### config.mk
export PLATFORM = sky130hd
export DESIGN_NAME = arb_rr_pop
export DESIGN_NICKNAME = d
export VERILOG_FILES = /design/src/rtl/arb_pkg.sv /design/src/rtl/rr_grant.sv /design/src/rtl/arb_rr_pop.sv
export SDC_FILE = /design/constraint.sdc
export NUM_CORES = 1
export LEC_CHECK = 0
export ABC_CLOCK_PERIOD_IN_PS = 3000
export BUFFER_PORTS_ARGS = -buffer_cell sky130_fd_sc_hd__buf_2
export CAP_MARGIN = 15
export CORE_MARGIN = 1.5
export CORE_UTILIZATION = 45
export DETAILED_ROUTE_END_ITERATION = 8
export PLACE_DENSITY = 0.78
export SYNTH_ARGS = -nofsm -noshare
export SYNTH_HDL_FRONTEND = slang
export SYNTH_SLANG_ARGS = --single-unit
export TNS_END_PERCENT = 5
### constraint.sdc
create_clock -name clk -period 3 [get_ports clk]
set_input_delay 0.45 -clock clk [delete_from_list [all_inputs] [get_ports clk]]
set_output_delay 0.45 -clock clk [all_outputs]
set_load 0.02 [all_outputs]
### src/rtl/arb_pkg.sv
// Shared definitions for the round-robin pop arbiter.
//   - Default sizes for NUM_FIFOS / WORD_SIZE.
//   - Position of the destination field (top DEST_W bits of each word).
//   - FSM state encoding and the per-destination push counter width.
package arb_pkg;

    localparam int DEF_NUM_FIFOS = 4;
    localparam int DEF_WORD_SIZE = 10;

    // Destination field occupies word bits [WORD_SIZE-1 : WORD_SIZE-DEST_W]
    localparam int DEST_W = 2;

    // Width of each saturating per-destination push counter (stats build)
    localparam int CNT_W = 8;

    typedef enum logic {
        ST_IDLE = 1'b0,
        ST_POP  = 1'b1
    } arb_state_e;

endpackage

### src/rtl/rr_grant.sv
// Round-robin grant selection.
//   req_i : request vector, one bit per requester
//   ptr_i : index of the highest-priority requester this cycle
//   gnt_o : one-hot grant to the first requester at or after ptr_i (wrapping),
//           all-zero when nothing requests
module rr_grant #(
    parameter int N  = 4,
    parameter int PW = (N > 1) ? $clog2(N) : 1
) (
    input  logic [N-1:0]  req_i,
    input  logic [PW-1:0] ptr_i,
    output logic [N-1:0]  gnt_o
);

    logic [PW-1:0] idx;
    logic          found;

    // N is a power of two, so ptr_i + k wraps naturally in PW bits
    always_comb begin
        gnt_o = '0;
        idx   = '0;
        found = 1'b0;
        for (int k = 0; k < N; k++) begin
            idx = ptr_i + PW'(k);
            if (!found && req_i[idx]) begin
                gnt_o[idx] = 1'b1;
                found      = 1'b1;
            end
        end
    end

endmodule

### src/rtl/arb_rr_pop.sv
// Round-robin arbiter that pops upstream FIFOs and pushes each word to the
// downstream FIFO named by the word's destination field.
//
// Ports:
//   clk              : clock, rising edge
//   reset            : asynchronous, active-high reset
//   fifo_empty       : empty flag per upstream FIFO
//   fifo_data        : data_out per upstream FIFO, FIFO 0 in the LSBs
//   out_almost_full  : almost-full flag per downstream FIFO
//   fifo_rd_en       : one-hot pop to the upstream FIFOs
//   out_wr_en        : one-hot push to the downstream FIFOs
//   out_data         : word presented to every downstream FIFO
//   active           : high while the FSM is in POP
//   push_count       : (ARB_RR_STATS_EN only) 8-bit saturating push count per
//                      destination, destination 0 in the LSBs
//
// Build option: define ARB_RR_STATS_EN to add push_count and its counters.
//
// Timing: a pop issued in cycle t is pushed in cycle t+1, with the push
// decoded combinationally from the upstream data_out that is valid then.
module arb_rr_pop
    import arb_pkg::*;
#(
    parameter int NUM_FIFOS = DEF_NUM_FIFOS,
    parameter int WORD_SIZE = DEF_WORD_SIZE
) (
    input  logic                           clk,
    input  logic                           reset,
    input  logic [NUM_FIFOS-1:0]           fifo_empty,
    input  logic [NUM_FIFOS*WORD_SIZE-1:0] fifo_data,
    input  logic [NUM_FIFOS-1:0]           out_almost_full,
    output logic [NUM_FIFOS-1:0]           fifo_rd_en,
    output logic [NUM_FIFOS-1:0]           out_wr_en,
    output logic [WORD_SIZE-1:0]           out_data,
    output logic                           active
`ifdef ARB_RR_STATS_EN
    ,
    output logic [NUM_FIFOS*CNT_W-1:0]     push_count
`endif
);

    localparam int PW = (NUM_FIFOS > 1) ? $clog2(NUM_FIFOS) : 1;

    arb_state_e           state_q, state_d;
    logic [PW-1:0]        ptr_q, ptr_d;
    logic [PW-1:0]        sel_q;
    logic [PW-1:0]        gnt_idx;
    logic [NUM_FIFOS-1:0] popped_q;
    logic [NUM_FIFOS-1:0] elig;
    logic [NUM_FIFOS-1:0] gnt;
    logic                 pend_q;
    logic [WORD_SIZE-1:0] data_q;
    logic [WORD_SIZE-1:0] rd_word;
    logic [DEST_W-1:0]    dest;
    logic                 any_af;
    logic                 any_avail;

    // A FIFO popped last cycle may still show a stale non-empty flag, so it
    // sits out one cycle.
    assign elig      = ~fifo_empty & ~popped_q;
    assign any_af    = |out_almost_full;
    assign any_avail = |(~fifo_empty);

    rr_grant #(
        .N  (NUM_FIFOS),
        .PW (PW)
    ) u_grant (
        .req_i (elig),
        .ptr_i (ptr_q),
        .gnt_o (gnt)
    );

    always_comb begin
        gnt_idx = '0;
        for (int i = 0; i < NUM_FIFOS; i++) begin
            if (gnt[i]) gnt_idx = PW'(i);
        end
    end

    // Destination is unknown until the word is popped, so any almost-full
    // downstream FIFO blocks all pops.
    assign fifo_rd_en = (state_q == ST_POP && !any_af) ? gnt : '0;

    // Next state. Leaving POP looks at raw non-empty flags rather than
    // eligibility: a FIFO masked only for its one-cycle lag window keeps POP
    // alive, so a single busy FIFO is popped every other cycle instead of
    // bouncing through IDLE.
    always_comb begin
        state_d = state_q;
        unique case (state_q)
            ST_IDLE: if (|elig && !any_af)     state_d = ST_POP;
            ST_POP:  if (!any_avail || any_af) state_d = ST_IDLE;
            default:                           state_d = ST_IDLE;
        endcase
    end

    always_comb begin
        ptr_d = ptr_q;
        if (|fifo_rd_en) begin
            ptr_d = (gnt_idx == PW'(NUM_FIFOS - 1)) ? '0 : gnt_idx + PW'(1);
        end
    end

    // Push side: word popped last cycle is on its FIFO's data_out now.
    assign rd_word = fifo_data[int'(sel_q)*WORD_SIZE +: WORD_SIZE];
    assign dest    = rd_word[WORD_SIZE-1 -: DEST_W];

    always_comb begin
        out_wr_en = '0;
        if (pend_q) begin
            for (int i = 0; i < NUM_FIFOS; i++) begin
                if (dest == DEST_W'(i)) out_wr_en[i] = 1'b1;
            end
        end
    end

    assign out_data = pend_q ? rd_word : data_q;
    assign active   = (state_q == ST_POP);

    always_ff @(posedge clk or posedge reset) begin
        if (reset) begin
            state_q  <= ST_IDLE;
            ptr_q    <= '0;
            popped_q <= '0;
            pend_q   <= 1'b0;
            sel_q    <= '0;
            data_q   <= '0;
        end else begin
            state_q  <= state_d;
            ptr_q    <= ptr_d;
            popped_q <= fifo_rd_en;
            pend_q   <= |fifo_rd_en;
            if (|fifo_rd_en) sel_q  <= gnt_idx;
            if (pend_q)      data_q <= rd_word;
        end
    end

`ifdef ARB_RR_STATS_EN
    logic [NUM_FIFOS-1:0][CNT_W-1:0] cnt_q;

    for (genvar g = 0; g < NUM_FIFOS; g++) begin : g_cnt
        always_ff @(posedge clk or posedge reset) begin
            if (reset) begin
                cnt_q[g] <= '0;
            end else if (out_wr_en[g] && cnt_q[g] != {CNT_W{1'b1}}) begin
                cnt_q[g] <= cnt_q[g] + CNT_W'(1);
            end
        end
    end

    assign push_count = cnt_q;
`endif

endmodule

==> key figures, run 1 <==
STA
  – Hold Vio Cnt, Final: 0
  – Setup violators final: 0
  – Skew final: 0.00457 ns
  – Final critical-path share of the clock period: 97.0%
  – Worst slew pin tran: 0.747 ns
  – Post-layout min period: 2.91 ns
  – Max-Slew Margin vs Limit: 50.1%
  – Highest clock rate: 344 MHz
  – Final Max Slew Viols: 0

Yosys
  – Ys Warns: 0
  – Most used DFF post-synth: dfrtp_1
  – Dominant cells by area after synthesis: dfrtp_1 34%, mux4_2 18%, mux2_2 6.8%, ha_1 6.7%, a22o_1 2.9%
  – Post-synth top area cell: dfrtp_1
  – Cell area after synthesis: 1490 sq um
  – Synth Net Count: 184
  – Share of the synthesized area in the top cell type: 33.6%
  – Yosys cell types: 39
  – Post-synth EDFFs: 0
  – Yosys reg bits: 20
  – Top-count cell post-synth: dfrtp_1
  – Synth top cells by count: 20 x dfrtp_1, 12 x mux4_2, 9 x mux2_2, 8 x ha_1
  – Sequential share of the synthesized area: 33.6%
  – Fraction of registers with async set/reset: 100%
  – Post-synthesis cell count: 126
  – Post-synthesis average cell area: 11.8 sq um

Place
  – IO Port Bufs: 68
  – Gpl congestion: 0.830
  – Placed cell count: 241
  – Post-DP HPWL: 2980 microns
  – Placed Area: 1910 sq um

Setup path
  – Worst Setup Path Type: reg2out
  – Startpoint Class: flip-flop
  – Data arrival, critical path: 2.46 ns
  – CP Data Required Time: 2.55 ns
  – Crit-path max FO: 5
  – CP Capture Type: output port

GRT
  – Initial antenna violation count: 0
  – Largest net degree at the start of global routing: 21
  – First-pass GRT wire length: 5930 microns
  – Vias in the first global route: 1311
  – GR Util All Layers: 21.7%
  – Total grt overflow: 0

Pwr
  – P per Cell Area: 393 nW/um^2
  – Pleak: 1.00 nW
  – Peak supply drop: 0.250 mV

Detailed routing
  – Vias: 1365
  – DRT Wirelength: 3720 microns
  – Vias per cell: 5.48
  – DRC viols: 0
  – Routed Antenna Nets: 0
  – Initial drt markers: 49
  – DRT Pass-1 Iters: 4
  – Routed wire length per instance: 14.9 microns

Floorplan
  – Boundary pin count: 69
  – Core Area: 3100 sq um
  – Area of the die: 3660 sq um
  – Starting Density: 48.0%
  – Num rows: 20
  – Die width: 60.5 microns
  – Die Ht: 60.5 microns

CTS
  – Clock buffer depth: 2
  – Inserted Clock Buffers: 3
  – TritonCTS clock tree: done
  – CTS root buf: clkbuf_4
  – CTS clk-pin slew, worst paths: 0.11 ns
  – Worst-Skew Late Latency: 0.30 ns
  – Clock Sinks: 20
  – CTS Hold Bufs: 0
  – H-tree depth: 1

Cells and area
  – Layout Cells excl Fill: 249
  – Final instance area: 2040 sq um
  – Inserted Diodes: 0
  – Share of layout cells above drive strength 1: 61.5%
  – Nets: 264
  – Area growth, synth to finish: 37.1%

Run status
  – Status: completed

Min path
  – Hold Path Class: in2async

Job
  – Max-cap violations: 0
==> layer usage <==
| layer | global-route usage, % | vias to the layer above | part of all wire, % |
|---|---|---|---|
| li1 | - | 646 | - |
| met1 | 26.1 | 659 | 41 |
| met2 | 39.8 | 54 | 50 |
| met3 | 2.77 | 6 | 7.1 |
| met4 | 7.76 | 0 | 1.7 |
| met5 | 0 | - | 0 |
==> area by class of cell <==
cell class                 count  area [sq um]
clock buffer                   3          22.5
inverter                       7          26.3
tap                           44          55.1
timing repair buffer          78           427
multi-input combinational     96           980
fill                         257          1060
sequential                    20           500
clock inverter                 1          30.0
==> where the power goes <==
group          internal (W)  switching (W)  leakage, nW
logic              0.000147       0.000140        0.715
registers          0.000284      0.0000136        0.258
clock network      0.000135      0.0000822       0.0279
==> cells in the final DEF, fill, tap and decap left out, drive strengths merged <==
cell,netlist,layout
and2,2,2
a22o,5,5
bufinv,0,1
nand4,2,2
and2b,1,1
a21o,2,2
a31oi,2,2
o22ai,3,3
ha,8,8
mux4,12,12
or2,4,4
o21ai,4,4
nor2,10,10
buf,1,78
a21oi,5,5
a221oi,1,1
nand2b,1,1
nand2,4,4
nor4,2,2
nor2b,2,2
or4,2,2
inv,7,7
nor3b,3,3
nor3,7,7
a221o,4,4
dfrtp,20,20
mux2,9,9
a22oi,1,1
clkbuf,2,3
==> kinds of logic after synthesis <==
group,count (synthesis),synth area share [%]
flip-flops,20,33.6
AND/OR/NAND/NOR,40,16.5
buffers and inverters,10,2.77
adder cells (fa/ha/maj),8,6.72
AO/OA/AOI/OAI,27,15.5
multiplexers,21,25.0
==> state kept, by name (all words and copies together), names as in the netlist <==
signal    flops
active        1
data_q       10
pend_q        1
popped_q      4
ptr_q         2
sel_q         2
==> path summary, 6_finish.rpt <==
| check | startpoint | endpoint | slack [ns] | cells after the start |
|---|---|---|---|---|
| min in group clk | out_almost_full[1] | active | 0.41 | 4 |
| max in group asynchronous | reset | data_q[9] | 2.27 | 2 |
| hold / removal | reset | popped_q[1] | 0.26 | 2 |
| hold reg to reg | data_q[0] | data_q[0] | 0.51 | 1 |
| setup / recovery | ptr_q[0] | fifo_rd_en[0] | 0.09 | 7 |
| setup reg to reg | ptr_q[0] | sel_q[0] | 0.66 | 10 |
==> timing repair <==
item | in CTS | in global routing
setup endpoints to repair | 3 | 4
pin swaps | 1 | 3
setup buffers | 1 | 3
gates resized for setup | 3 | 11
==> metrics by stage <==
step                total power (W)  utilization, %  setup TNS [ns]  worst slack [ns]  hold WS, ns
finish                     0.000802            65.8               0            0.0896        0.258
global route               0.000854            65.8        -0.00545          -0.00545        0.302
CTS                        0.000796            64.2               0            0.0486        0.275
detailed placement         0.000569            61.7               0             0.271        0.483
global placement           0.000560            61.7               0             0.326        0.478
floorplan                  0.000485               -               0             0.198        0.414
==> worst max-delay path, cell delays in order, from the launching register on <==
cell and delay (ns):
dfrtp_1 0.39, inv_2 0.06, ha_4 0.30, mux4_2 0.53, nor3b_4 0.20, a221oi_2 0.40, nor2_1 0.11, buf_2 0.18
Note: power is estimated with default switching activity, not from simulation.
==> run 2: changes to the inputs <==
--- a/config.mk
+++ b/config.mk
@@ -8,6 +8,7 @@
 export ABC_CLOCK_PERIOD_IN_PS = 3000
 export BUFFER_PORTS_ARGS = -buffer_cell sky130_fd_sc_hd__buf_2
 export CAP_MARGIN = 15
+export CORE_ASPECT_RATIO = 0.6
 export CORE_MARGIN = 1.5
 export CORE_UTILIZATION = 45
 export DETAILED_ROUTE_END_ITERATION = 8
==> constraint.sdc (replaced) <==
create_clock -name clk -period 3 [get_ports clk]
set_input_delay 0.75 -clock clk [delete_from_list [all_inputs] [get_ports clk]]
set_output_delay 0.75 -clock clk [all_outputs]
set_load 0.02 [all_outputs]
==> key figures, run 2 (same netlist as run 1, synthesis figures left out) <==
Floorplan
  – Boundary pin count: 69 (unchanged)
  – Starting Density: 49.6% (+1.6 points)
  – Die width: 77.3 microns (+28%)
  – Die Ht: 47.6 microns (-21%)
  – Num rows: 15 (-25%)
  – Core Area: 3000 sq um (-3.2%)
  – Area of the die: 3670 sq um (+0.31%)

CTS
  – TritonCTS clock tree: done
  – H-tree depth: 1 (unchanged)
  – CTS clk-pin slew, worst paths: 0.07 ns (-0.04 ns)
  – Worst-Skew Late Latency: 0.25 ns (-0.05 ns)
  – Clock buffer depth: 2 (unchanged)
  – Clock Sinks: 20 (unchanged)
  – CTS Hold Bufs: 0 (unchanged)
  – CTS root buf: clkbuf_8
  – Inserted Clock Buffers: 3 (unchanged)

Setup path
  – CP Data Required Time: 2.25 ns (-0.30 ns)
  – Startpoint Class: primary input
  – R2R Setup Slk: 0.46 ns (-0.20 ns)
  – Crit Reg-Reg Startpoint: ptr_q[1]
  – Critical R2R Capture: ptr_q[1]
  – Worst Setup Path Type: in2out
  – Crit-path max FO: 5 (unchanged)
  – CP startpoint: fifo_empty[2]
  – Data arrival, critical path: 2.43 ns (-0.03 ns)
  – CP Capture Type: output port
  – Worst Reg2Reg Path Length in Cells: 12 (+2)

Place
  – Gpl congestion: 0.987 (+19%)
  – Post-DP HPWL: 3620 microns (+22%)
  – IO Port Bufs: 68 (unchanged)
  – Dpl ws: -0.302 ns (-0.573 ns)
  – Placed cell count: 254 (+5.4%)

STA
  – Max-Slew Margin vs Limit: 49.1% (-1.0 points)
  – Hold Worst Slack: 0.498 ns (+0.239 ns)
  – Final WS setup: -0.181 ns (-0.271 ns)
  – Highest clock rate: 314 MHz (-8.5%)
  – Final Max Slew Viols: 0 (unchanged)
  – Hold Vio Cnt, Final: 0 (unchanged)
  – RSZ-0062 raised after global routing: yes
  – Final critical-path share of the clock period: 106% (+9.0 points)
  – Worst slew pin tran: 0.762 ns (+0.0155 ns)
  – Skew final: 0.00209 ns (-0.00248 ns)
  – Setup violators final: 4 (+4)
  – Post-layout min period: 3.18 ns (+0.271 ns)

GRT
  – First-pass GRT wire length: 7740 microns (+30%)
  – Vias in the first global route: 1544 (+18%)
  – Initial antenna violation count: 0 (unchanged)
  – Total grt overflow: 0 (unchanged)
  – GR Util All Layers: 28.5% (+6.8 points)
  – Largest net degree at the start of global routing: 21 (unchanged)

Min path
  – WHS Endpoint: data_q[7]
  – Worst Hold Launch: data_q[7]
  – Hold Path Class: reg2reg
  – Hold Path Depth: 1

Detailed routing
  – DRC viols: 0 (unchanged)
  – Routed wire length per instance: 19.6 microns (+31%)
  – Initial drt markers: 118 (+140%)
  – Vias: 1586 (+16%)
  – Routed Antenna Nets: 0 (unchanged)
  – Vias per cell: 5.98 (+9.2%)
  – DRT Wirelength: 5190 microns (+39%)
  – DRT Pass-1 Iters: 4 (unchanged)

Run status
  – Status: finished with violations
  – Failing checks: negative setup slack

Pwr
  – P per Cell Area: 374 nW/um^2 (-4.9%)
  – Pleak: 1.11 nW (+11%)
  – Peak supply drop: 0.250 mV (+0.10%)

Cells and area
  – Commonest non-fill, non-tap cell in the layout: buf_2
  – Commonest cells after routing, fill and taps aside: 60 x buf_2, 28 x buf_4, 19 x dfrtp_1, 12 x mux4_2, 9 x mux2_2
  – Largest register FFs: 10 (unchanged)
  – Final Util: 75.1% (+9.4 points)
  – Share of layout cells above drive strength 1: 66.8% (+5.4 points)
  – Nets: 282 (+6.8%)
  – Layout Cells excl Fill: 265 (+6.4%)
  – Biggest regs: data_q (10), popped_q (4)
  – Largest reg by FF count: data_q
  – Area growth, synth to finish: 51.5%
  – Inserted Diodes: 0 (unchanged)

Job
  – Max-cap violations: 0 (unchanged)
[run 2: cell count changes in the layout (fill, tap and decap cells not counted), sizes merged]
cell and change:
buf +18, bufinv -1, clkbuf +1
[run 2: worst max path at each step]
stage / endpoint / slack (ns) / cells after the start
finish: fifo_rd_en[2] / -0.18 / 8
global route: fifo_rd_en[2] / -0.20 / 8
CTS: fifo_rd_en[0] / -0.14 / 7
detailed placement: fifo_rd_en[0] / -0.30 / 9
global placement: fifo_rd_en[2] / -0.19 / 8
floorplan: fifo_rd_en[2] / 0.02 / 6
[run 2: area by class of cell]
class	count	area, sq um
Inverter	7	26.3
Multi-Input combinational cell	96	1030
Timing Repair Buffer	96	604
Clock buffer	4	45.0
Sequential cell	20	502
Tap cell	42	52.6
Fill cell	203	747
[run 2: power by group]
part / internal, W / switching [W] / leakage [nW]
Clock: 0.0000944 / 0.0000827 / 0.0228
Sequential: 0.000284 / 0.0000141 / 0.258
Combinational: 0.000187 / 0.000181 / 0.827
Total: 0.000565 / 0.000278 / 1.11
[run 2: stage by stage]
stage / cell area [sq um] / total power [W] / TNS, ns
after global routing: 2260 / 0.000881 / -0.745
after detailed placement: 2030 / 0.000610 / -0.929
final: 2260 / 0.000843 / -0.605
after global placement: 2030 / 0.000591 / -0.589
after floorplan: 1500 / 0.000487 / 0
after CTS: 2220 / 0.000824 / -0.505
[run 2: routing by layer]
metal / vias up / GRT usage, % / wire, microns
li1: 680 / - / -
met1: 775 / 34.8 / 2010
met2: 107 / 52.6 / 2570
met3: 24 / 6.10 / 414
met4: 0 / 10.2 / 193
met5: - / 0 / 0
[run 2: what timing repair did]
action | 4_1_cts | 5_1_grt
endpoints found under the hold margin | 0 | 0
gates resized for setup | 22 | 7
buffers inserted | 5 | 2
pin swaps | 10 | 7
endpoints found under the setup margin | 4 | 4
[run 2: critical path, cell delays in order]
cell and delay [ns]:
buf_6 0.09, nor2_2 0.05, mux4_2 0.53, a22o_1 0.24, a221o_1 0.28, a21o_2 0.21, and2_4 0.16, buf_6 0.12
==> run 3: changes to the inputs <==
--- a/config.mk
+++ b/config.mk
@@ -13,6 +13,7 @@
 export CORE_UTILIZATION = 45
 export DETAILED_ROUTE_END_ITERATION = 8
 export PLACE_DENSITY = 0.78
+export RECOVER_POWER = 50
 export SYNTH_ARGS = -nofsm -noshare
 export SYNTH_HDL_FRONTEND = slang
 export SYNTH_SLANG_ARGS = --single-unit
==> key figures, run 3 (same netlist as run 1, synthesis figures left out) <==
STA
  – RSZ-0062 raised after global routing: yes
  – Final critical-path share of the clock period: 106% (-0.38 points)
  – Max-Slew Margin vs Limit: 49.2% (+0.071 points)
  – Setup violators final: 4 (unchanged)
  – Hold Vio Cnt, Final: 0 (unchanged)
  – Worst slew pin tran: 0.761 ns (-0.00107 ns)
  – Final WS setup: -0.170 ns (+0.0115 ns)
  – Skew final: 0.00352 ns (+0.00143 ns)
  – Final Max Slew Viols: 0 (unchanged)
  – Highest clock rate: 315 MHz (+0.36%)
  – Post-layout min period: 3.17 ns (-0.0115 ns)

CTS
  – Inserted Clock Buffers: 3 (unchanged)
  – Worst-Skew Late Latency: 0.25 ns (about the same)
  – TritonCTS clock tree: done
  – CTS Hold Bufs: 0 (unchanged)
  – H-tree depth: 1 (unchanged)
  – Clock Sinks: 20 (unchanged)
  – CTS root buf: clkbuf_8
  – Clock buffer depth: 2 (unchanged)
  – CTS clk-pin slew, worst paths: 0.07 ns (about the same)

Cells and area
  – Fill count: 204 (+0.49%)
  – Area growth, synth to finish: 51.4% (about the same)
  – Share of layout cells above drive strength 1: 65.0% (-1.8 points)
  – Inserted Diodes: 0 (unchanged)
  – Largest register FFs: 10 (unchanged)
  – Commonest cells after routing, fill and taps aside: 59 x buf_2, 28 x buf_4, 19 x dfrtp_1, 12 x mux4_2
  – Largest reg by FF count: data_q
  – Layout Cells excl Fill: 265 (unchanged)
  – Commonest non-fill, non-tap cell in the layout: buf_2
  – Nets: 282 (unchanged)
  – Biggest regs: data_q (10), popped_q (4)

Min path
  – WHS Endpoint: data_q[1]
  – Worst Hold Launch: data_q[1]
  – Hold Path Depth: 1 (unchanged)
  – Hold Path Class: reg2reg

Floorplan
  – Die width: 77.3 microns (unchanged)
  – Starting Density: 49.6% (unchanged)
  – Area of the die: 3670 sq um (unchanged)
  – Boundary pin count: 69 (unchanged)
  – Die Ht: 47.6 microns (unchanged)
  – Num rows: 15 (unchanged)
  – Core Area: 3000 sq um (unchanged)

Run status
  – Status: finished with violations
  – Failing checks: negative setup slack

Setup path
  – Crit-path max FO: 5 (unchanged)
  – CP Data Required Time: 2.25 ns (about the same)
  – Crit Reg-Reg Startpoint: ptr_q[1]
  – Critical R2R Capture: ptr_q[1]
  – Startpoint Class: primary input
  – R2R Setup Slk: 0.45 ns (about the same)
  – CP max stage cell: mux4_2
  – Data arrival, critical path: 2.42 ns (about the same)
  – Largest stage delay, worst path: 0.53 ns (about the same)
  – Critical-path cell list: buf_6 -> nor2_2 -> mux4_2 -> a22o_1 -> a221o_1 -> a21o_2 -> and2_4 -> buf_6
  – Cell repeated most along the worst path: buf_6
  – Worst Reg2Reg Path Length in Cells: 12 (unchanged)
  – CP Capture Type: output port
  – Delay-heaviest family, CP: compound AO/OA/AOI/OAI gates
  – Worst Setup Path Type: in2out
  – CP Buf/Inv Count: 2 (unchanged)

Detailed routing
  – DRT Wirelength: 5160 microns (-0.54%)
  – DRT Pass-1 Iters: 5 (+1)
  – DRC viols: 0 (unchanged)
  – Routed Antenna Nets: 0 (unchanged)
  – Vias per cell: 5.89 (-1.5%)
  – Routed wire length per instance: 19.5 microns (-0.54%)
  – Initial drt markers: 122 (+3.4%)
  – Vias: 1562 (-1.5%)

Place
  – IO Port Bufs: 68 (unchanged)
  – Dpl ws: -0.302 ns (unchanged)
  – Placed cell count: 254 (unchanged)
  – Post-DP HPWL: 3620 microns (unchanged)
  – Gpl congestion: 0.987 (unchanged)

Pwr
  – Final Power: 0.000842 W (-0.12%)
  – Pleak: 1.11 nW (about the same)
  – P per Cell Area: 374 nW/um^2 (about the same)
  – Peak supply drop: 0.248 mV (-0.78%)

GRT
  – Total grt overflow: 0 (unchanged)
  – Largest net degree at the start of global routing: 21 (unchanged)
  – GR Util All Layers: 28.5% (unchanged)
  – Initial antenna violation count: 0 (unchanged)
  – Vias in the first global route: 1544 (unchanged)
  – First-pass GRT wire length: 7740 microns (unchanged)

Job
  – Max-cap violations: 0 (unchanged)
-- run 3: cell count changes in the layout (fill, tap and decap cells not counted) --
cell | before | now
clkbuf_1 | 1 | 2
o21ai_1 | 1 | 0
buf_2 | 60 | 59
o21ai_0 | 1 | 2
mux2_2 | 9 | 6
mux2_1 | 0 | 3
-- run 3: how the worst max path moves through the flow --
stage,from,end,cells past startpoint
floorplan,fifo_empty[0],fifo_rd_en[2],6
global placement,fifo_empty[3],fifo_rd_en[2],8
detailed placement,fifo_empty[1],fifo_rd_en[0],9
CTS,fifo_empty[3],fifo_rd_en[0],7
global route,fifo_empty[2],fifo_rd_en[2],8
finish,fifo_empty[2],fifo_rd_en[2],8
-- run 3: metrics by stage --
stage               hold slack (ns)  utilization (%)  area, sq um  TNS (ns)
floorplan                     0.560                -         1500         0
detailed placement            0.484             67.7         2030    -0.929
finish                        0.489             75.1         2250    -0.595
global placement              0.474             67.7         2030    -0.589
CTS                           0.500             73.9         2220    -0.505
global route                  0.509             75.1         2250    -0.745
-- run 3: area by class of cell --
class | instances | area, sq um | area share (%)
clock buffers | 4 | 45.0 | 2.00
flip-flops and latches | 20 | 502 | 22.3
inverters | 7 | 26.3 | 1.17
multi-input cells | 96 | 1030 | 45.5
well taps | 42 | 52.6 | 2.33
repair buffers | 96 | 603 | 26.7
-- run 3: power by group --
group          internal [W]  switching (W)  leakage (nW)
sequential         0.000284      0.0000143         0.258
combinational      0.000186       0.000181         0.827
clock             0.0000944      0.0000823        0.0228
total              0.000564       0.000278          1.11
-- run 3: timing repair --
action / CTS / global route
setup buffers: 5 / 2
gates resized for setup: 22 / 7
setup endpoints to repair: 4 / 4
pin swaps: 10 / 7
-- run 3: routing by layer --
layer / wire length (microns) / GRT usage (%) / vias up / part of all wire, %
met4: 157 / 10.2 / 0 / 3.0
met1: 1960 / 34.8 / 759 / 38
met3: 453 / 6.10 / 20 / 8.8
met2: 2590 / 52.6 / 101 / 50
met5: 0 / 0 / - / 0
li1: - / - / 682 / -
